`config.mk`:
```
export PLATFORM = sky130hd
export DESIGN_NAME = haar_scheduler
export DESIGN_NICKNAME = d
export VERILOG_FILES = /design/src/rtl/haar_pkg.sv /design/src/rtl/haar_butterfly.sv /design/src/rtl/haar_scheduler.sv
export SDC_FILE = /design/constraint.sdc
export NUM_CORES = 1
export LEC_CHECK = 0
export ABC_AREA = 1
export BUFFER_PORTS_ARGS = -buffer_cell sky130_fd_sc_hd__buf_2
export CAP_MARGIN = 20
export CORE_MARGIN = 2
export CORE_UTILIZATION = 28
export CTS_CLUSTER_SIZE = 8
export DETAILED_ROUTE_END_ITERATION = 8
export GPL_TIMING_DRIVEN = 0
export MAX_ROUTING_LAYER = met4
export SKIP_LAST_GASP = 1
export SYNTH_ARGS = -nofsm -noshare
export SYNTH_HDL_FRONTEND = slang
export SYNTH_SLANG_ARGS = --single-unit
```
`constraint.sdc`:
```
create_clock -name clk -period 3.5 [get_ports clk]
set_input_delay 0.7 -clock clk [delete_from_list [all_inputs] [get_ports clk]]
set_output_delay 0.7 -clock clk [all_outputs]
set_load 0.01 [all_outputs]
```
`src/rtl/haar_pkg.sv`:
```
// Shared types and helpers for the multirate Haar analysis scheduler.
// The rounding butterfly variant is selected with the HAAR_SCHED_ROUND_EN macro.
package haar_pkg;

  typedef enum logic {
    IDLE = 1'b0,
    WALK = 1'b1
  } state_t;

  localparam int unsigned MIN_SIDX_W = 1;

  // Stage-index width: enough bits to address STAGES levels, never zero.
  function automatic int unsigned sidx_width(input int unsigned stages);
    return (stages > 1) ? int'($clog2(stages)) : MIN_SIDX_W;
  endfunction

  // Output word that receives the high-pass result of stage s.
  function automatic int unsigned word_idx(input int unsigned stages, input int unsigned s);
    return stages - s;
  endfunction

endpackage

```
`src/rtl/haar_butterfly.sv`:
```
// Combinational Haar averaging/differencing butterfly, evaluated one bit wider than storage.
// HAAR_SCHED_ROUND_EN selects round-half-up instead of floor.
module haar_butterfly #(
  parameter int unsigned W = 18
) (
  input  logic signed [W-1:0] a,
  input  logic signed [W-1:0] b,
  output logic signed [W-1:0] lo,
  output logic signed [W-1:0] hi
);

  localparam int unsigned EW = W + 1;

`ifdef HAAR_SCHED_ROUND_EN
  localparam logic signed [EW-1:0] RND = EW'(1);
`else
  localparam logic signed [EW-1:0] RND = '0;
`endif

  logic signed [EW-1:0] sum;
  logic signed [EW-1:0] dif;

  always_comb begin
    sum = EW'(a) + EW'(b) + RND;
    dif = EW'(a) - EW'(b) + RND;
    lo  = W'(sum >>> 1);
    hi  = W'(dif >>> 1);
  end

endmodule

```
`src/rtl/haar_scheduler.sv`:
```
// Walks one shared Haar butterfly across all decimation stages per accepted sample.
// Build option: HAAR_SCHED_ROUND_EN (rounding butterfly, same timing).
module haar_scheduler
  import haar_pkg::*;
#(
  parameter int unsigned STAGES         = 4,
  parameter int unsigned IN_WIDTH       = 16,
  parameter int unsigned INTERNAL_WIDTH = 18,
  parameter int unsigned OUT_WIDTH      = 16
) (
  input  logic                              clk,
  input  logic                              rst,
  input  logic                              inValid,
  output logic                              inReady,
  input  logic signed [IN_WIDTH-1:0]        inData,
  output logic                              busy,
  output logic [STAGES:0]                   outStrobes,
  output logic [OUT_WIDTH*(STAGES+1)-1:0]   dataOut
);

  localparam int unsigned NW     = STAGES + 1;
  localparam int unsigned SIDX_W = sidx_width(STAGES);
  localparam int unsigned DEPTH  = 1 << SIDX_W;
  localparam int unsigned LAST   = STAGES - 1;

  state_t state, state_nx;

  logic [SIDX_W-1:0]                s;
  logic [DEPTH-1:0]                 pend;
  logic signed [INTERNAL_WIDTH-1:0] cur;
  logic signed [INTERNAL_WIDTH-1:0] prev [DEPTH];
  logic signed [INTERNAL_WIDTH-1:0] bf_lo, bf_hi;
  logic [OUT_WIDTH-1:0]             words [NW];
  logic [NW-1:0]                    strobes;
  logic                             at_last;

  assign at_last = (s == SIDX_W'(LAST));

  haar_butterfly #(.W(INTERNAL_WIDTH)) u_bf (
    .a  (prev[s]),
    .b  (cur),
    .lo (bf_lo),
    .hi (bf_hi)
  );

  // State register
  always_ff @(posedge clk) begin
    if (rst) state <= IDLE;
    else     state <= state_nx;
  end

  // Next state: a walk ends at the first empty stage or after the last stage
  always_comb begin
    state_nx = state;
    case (state)
      IDLE: if (inValid) state_nx = WALK;
      WALK: if (!pend[s] || at_last) state_nx = IDLE;
      default: state_nx = IDLE;
    endcase
  end

  // Handshake outputs decoded from the state register
  always_comb begin
    inReady = 1'b0;
    busy    = 1'b0;
    case (state)
      IDLE:    inReady = 1'b1;
      WALK:    busy    = 1'b1;
      default: inReady = 1'b0;
    endcase
  end

  // Operand, per-stage history and published words
  always_ff @(posedge clk) begin
    if (rst) begin
      cur     <= '0;
      s       <= '0;
      pend    <= '0;
      strobes <= '0;
      for (int unsigned i = 0; i < DEPTH; i++) prev[i] <= '0;
      for (int unsigned w = 0; w < NW; w++) words[w] <= '0;
    end else begin
      strobes <= '0;
      if (state == IDLE) begin
        if (inValid) begin
          cur <= INTERNAL_WIDTH'(inData);
          s   <= '0;
        end
      end else if (!pend[s]) begin
        prev[s] <= cur;
        pend[s] <= 1'b1;
      end else begin
        pend[s] <= 1'b0;
        for (int unsigned w = 0; w < NW; w++) begin
          if (w == word_idx(STAGES, 32'(s))) begin
            words[w]   <= OUT_WIDTH'(bf_hi);
            strobes[w] <= 1'b1;
          end
        end
        if (at_last) begin
          words[0]   <= OUT_WIDTH'(bf_lo);
          strobes[0] <= 1'b1;
        end else begin
          cur <= bf_lo;
          s   <= s + 1'b1;
        end
      end
    end
  end

  always_comb begin
    dataOut = '0;
    for (int unsigned w = 0; w < NW; w++) dataOut[w*OUT_WIDTH +: OUT_WIDTH] = words[w];
  end

  assign outStrobes = strobes;

endmodule

```
* Word level (Yosys, flattened, before mapping)
Memories as Yosys holds them, arrays and structs flattened. A register that Yosys moved wholly into a read port is not among the register bits.
Index checks and enable logic that the tools add are counted.
** Word-level totals
- Logic and storage cells :: 105
- Input bits :: 19
- Output and inout port bits :: 87
- Memories kept :: 2
- Bits in registers :: 30
- RAM bits :: 152
** Cells by class
- Equal/unequal tests :: 7
- Add/subtract/negate cells :: 4
- Reduce and logical (&&, ||, !) cells :: 8
- Mux-type cells :: 66
- $lt $le $gt $ge :: 2
- Bitwise operators :: 11
** Memory list
- words :: words 5, bits a word 16, read ports 5, clocked after memory_dff 0, write ports 5, RTL line haar_scheduler.sv:33 : logic [OUT_WIDTH-1:0] words [NW];
- prev :: words 4, bits a word 18, read ports 1, clocked after memory_dff 1, write ports 4, RTL line haar_scheduler.sv:31 : logic signed [INTERNAL_WIDTH-1:0] prev [DEPTH];
** Operator list (number)
- 16-bit 2-to-1 mux :: 6
- 18-bit 2-to-1 mux :: 5
- 2-bit by 32-bit == test with 1-bit output (first input constant) :: 2
- 1-bit 2-to-1 mux :: 44
- 1-bit by 32-bit == test with 1-bit output (first input constant) :: 1
- 3-bit by 32-bit == test with 1-bit output (first input constant) :: 1
- 32-bit logical NOT :: 1
- 18-bit by 18-bit adder with 19-bit output :: 1
- 18-bit OR reduction :: 1
- 17-bit subtractor :: 1
- 2-bit 2-to-1 mux :: 7
- 1-bit bitwise OR :: 6
- 4-bit bitwise AND :: 1
- 4-bit 2-to-1 mux :: 1
- 4-bit NOT :: 1
- 4-bit bitwise OR :: 1
- 3-bit by 2-bit subtractor with 4-bit output (first input constant) :: 1
- 2-bit by 3-bit < comparator with 1-bit output (second input constant) :: 1
- 3-bit AND reduction :: 1
- 3-bit OR reduction :: 1
- 2-bit by 1-bit adder with 2-bit output (second input constant) :: 1
- 1-bit binary-select mux with 2-bit select :: 1
- 1-bit demux with 2-bit select :: 1
- 2-bit == test (second input constant) :: 1
- other kinds (9) :: 10

* Longest topological paths before layout
- Depth after elaboration :: 9
- Depth in mapped cells :: 19

* Hierarchy
From an unflattened synthesis, not the netlist that was laid out.
** Unflattened totals
- Cell total of the unflattened synthesis :: 1083
- Area total of the unflattened synthesis :: 9585.4 µm²
** Modules (own cells, without submodules)
- haar_scheduler :: times used 1, sequential area each 5185.0 µm², area each 7395.8 µm², cells an instance 670
- haar_butterfly :: times used 1, sequential area each 0.0 µm², area each 2189.6 µm², cells an instance 413

* Worst setup path after synthesis
OpenSTA, ideal clock, no wires.
- Path kind :: flip-flop to flip-flop
- Start point :: register s[0]
- End point :: memory prev[3][0] (enable)
- Arrival time :: 2450 ps
- Slack :: 628 ps
- Path buffers :: 0
- Clock period less this slack :: 2872 ps
- Cell stages (with the launch flop) :: 7
- Path through :: dfxtp_1 inv_2 o21ai_1 nand2_2 nor2_1 inv_2 o31ai_1
** RTL lines
- start: declaration :: RTL line haar_scheduler.sv:28 : logic [SIDX_W-1:0] s;
- start signal: assignment :: RTL line haar_scheduler.sv:105 : s <= s + 1'b1;
- end: declaration :: RTL line haar_scheduler.sv:31

==> flow_metrics.py <==
metrics = {
    "run_status": {
        "status": "completed",
    },
    "worst_hold_path": {
        "hp-class": "flop to flop",
        "hold_path_depth": 2,
    },
    "pwr": {
        "leakage_nw": 4.497,
        "power_density_nw_per_um2": 489.4,
        "vdd_ir_drop_max_mv": 0.3054,
    },
    "synthesis": {
        "syn_nets": 997,
        "syn_inst": 937,
        "synthTopCellsByArea": "edfxtp_1 51%, nor2_1 7.0%, dfxtp_1 6.9%",
        "synth_area_sq_um": 8965,
        "synth_edf_count": 152,
        "ys.flop_type": "edfxtp_1",
        "synth_seq_cells": 183,
        "ys_types": 42,
        "synth_seq_area_share_pct": 57.84,
        "yosysWarnings": 0,
        "yosysTopAreaCell": "edfxtp_1",
        "yosys-top-cells-count": "167 x nor2_1, 152 x edfxtp_1, 143 x nand2_1",
        "synth_most_common_cell": "nor2_1",
        "postSynthAreaPerCell_sq_um": 9.568,
        "async_flop_share_pct": 0,
        "synth_top_area_share_pct": 50.91,
    },
    "critical_path": {
        "cp-start-kind": "flop",
        "crit_fanout": 10,
        "cp-endpoint": "words[0][13]",
        "rrSetupSlack_ns": 0.13,
        "critPathCaptureType": "flop",
        "reg2reg_depth": 17,
        "worstPathArrival_ns": 3.56,
        "worstSetupPathType": "flop to flop",
        "r2r_end": "words[0][13]",
        "critPathRequiredTime_ns": 3.68,
    },
    "placement": {
        "dp.cells": 1444,
        "placed_area_sq_um": 10020,
        "place_congestion": 0.9292,
        "hpwl_microns": 18550,
        "port_buffers": 104,
    },
    "die": {
        "initial_core_util_pct": 28.41,
        "ioPinCount": 106,
        "die_y_microns": 182.9,
        "dieArea_sq_um": 33470,
        "die_w_microns": 182.9,
        "rows": 65,
        "core_area_sq_um": 31560,
    },
    "sta": {
        "clock_skew_ns": 0.007999,
        "finalCriticalPeriod_ns": 3.374,
        "slew_headroom_pct": 39.74,
        "rsz0062_at_grt": "yes",
        "fmax_mhz": 296.3,
        "hold_viol_final": 0,
        "setup_viol_count_final": 0,
        "report.final.slew_viol_count": 0,
        "fin_crit_sh_pct": 96.41,
        "worst_slew_pin_slew_ns": 0.9018,
    },
    "route": {
        "avgRoutedWirePerCell_microns": 16.49,
        "drc": 0,
        "drt-initial-drc-count": 723,
        "detail_route.first_pass.iterations": 6,
        "routed_via_density": 4.694,
        "vias": 6929,
        "antenna_left": 0,
        "wl_microns": 24350,
    },
    "final_layout": {
        "antenna_cells": 0,
        "fin_area_sq_um": 10570,
        "layout.nets": 1121,
        "area_growth_pct": 17.92,
        "n_fill_cell": 3222,
        "stdcell_count": 1476,
        "drive_above_1_share_pct": 17.23,
    },
    "global_routing": {
        "antenna_found_initial": 0,
        "grt_pass1_vias": 6625,
        "grt_usage_pct": 15.02,
        "grt.overflow.total": 0,
        "grt_max_degree": 19,
        "grt_pass1_wl_microns": 37370,
    },
    "clock_tree": {
        "numCtsBuffers": 17,
        "cts.sinks": 183,
        "path_clk_slew_ns": 0.07,
        "postCtsSetupBuffers": 0,
        "clkLatencyLatePin_ns": 0.42,
        "clock_tree.buffer_depth": 2,
        "cts_max_level": 4,
        "cts_tree": "yes",
        "root_buffer": "clkbuf_16",
    },
    "run": {
        "maxCapViolCount": 0,
    },
}
-- cell families after synthesis --
family                     count (synthesis)  share of synthesized area, %
xor gates and xnor gates                  12                         1.172
adders and majority gates                 41                         5.890
AOI/OAI and AO/OA                        177                         10.79
buffers and inverters                    125                         5.764
DFF                                      183                         57.84
and+or+nand+nor                          399                         18.55
-- repair_timing --
action                                  in CTS  in global routing
gates cloned                                 0                  0
gates resized for setup                      3                 18
hold buffers                                 0                  0
endpoints found under the setup margin       3                 36
-- power breakdown --
group	switching (mW)	internal (mW)
combinational	0.671	0.288
sequential	0.0443	2.47
clock	0.804	0.901
-- metrics by stage --
stage	setup TNS [ns]	utilization (%)	power [mW]	setup WS, ns	hold slack [ns]
CTS	0	33.38	5.189	0.02955	0.5241
global placement	-8.441	31.65	3.483	-0.4666	0.5081
global route	-0.03496	33.50	5.404	-0.03496	0.5650
detailed placement	-0.09171	31.74	3.493	-0.09171	0.5150
floorplan	0	-	3.197	0.6284	0.4876
finish	0	33.50	5.174	0.1255	0.5235
-- worst min path at each step --
stage	from	slack [ns]	to
final	flop	0.52	flop
after global routing	flop	0.56	flop
after CTS	flop	0.52	flop
after detailed placement	flop	0.52	flop
after global placement	flop	0.51	flop
after floorplan	flop	0.49	flop
-- cells in the final DEF, fill, tap and decap left out, drive strengths merged, types with 2 or more instances in the layout --
cell	count
edfxtp	152
o21ai	76
o22ai	16
inv	90
o21a	2
a21o	3
xor2	11
ha	39
nor3	11
dfxtp	31
or2	3
fa	2
buf	121
o21bai	4
a211oi	3
nand2	149
nand4	9
clkbuf	40
nand3	56
nor2	169
a31oi	4
clkinvlp	4
clkinv	7
a21oi	64
-- routing by layer --
metal / GRT usage, % / share of wire (%) / up-vias
met5: - / 0 / -
met4: 3.840 / 1.6 / 0
met3: 2.224 / 6.1 / 25
met2: 24.64 / 47 / 250
met1: 19.58 / 46 / 3223
li1: - / - / 3431
-- sequential cells by signal, indices dropped and copies added, names as in the netlist, named ones only --
signal      count
state           1
outStrobes      4
cur            18
s               2
words          80
prev           72
-- cell type report --
type | count | area, sq um | area share (%)
clock buffers | 19 | 432.9 | 4.095
repair buffers | 106 | 543.0 | 5.137
clock inverters | 13 | 80.08 | 0.7575
flip-flops and latches | 183 | 5186 | 49.06
plain buffers | 36 | 187.7 | 1.775
well taps | 402 | 503.0 | 4.758
multi-input cells | 629 | 3299 | 31.21
inverters | 88 | 339.1 | 3.207
-- critical path: stages (launching register included) --
cell and delay, ns:
dfxtp_1 0.29, buf_2 0.19, inv_2 0.17, clkbuf_2 0.27, o21ai_0 0.13, o22ai_1 0.30, ha_1 0.30, clkbuf_1 0.19
inv_1 0.18, nand2_1 0.11, nor3_1 0.22, nand4_1 0.19, nand3_1 0.20, nand2_1 0.09, nand2_1 0.07, nand2_1 0.06
nand3_1 0.09, nand2_1 0.06
No activity file was read; power rests on OpenSTA's default activity.
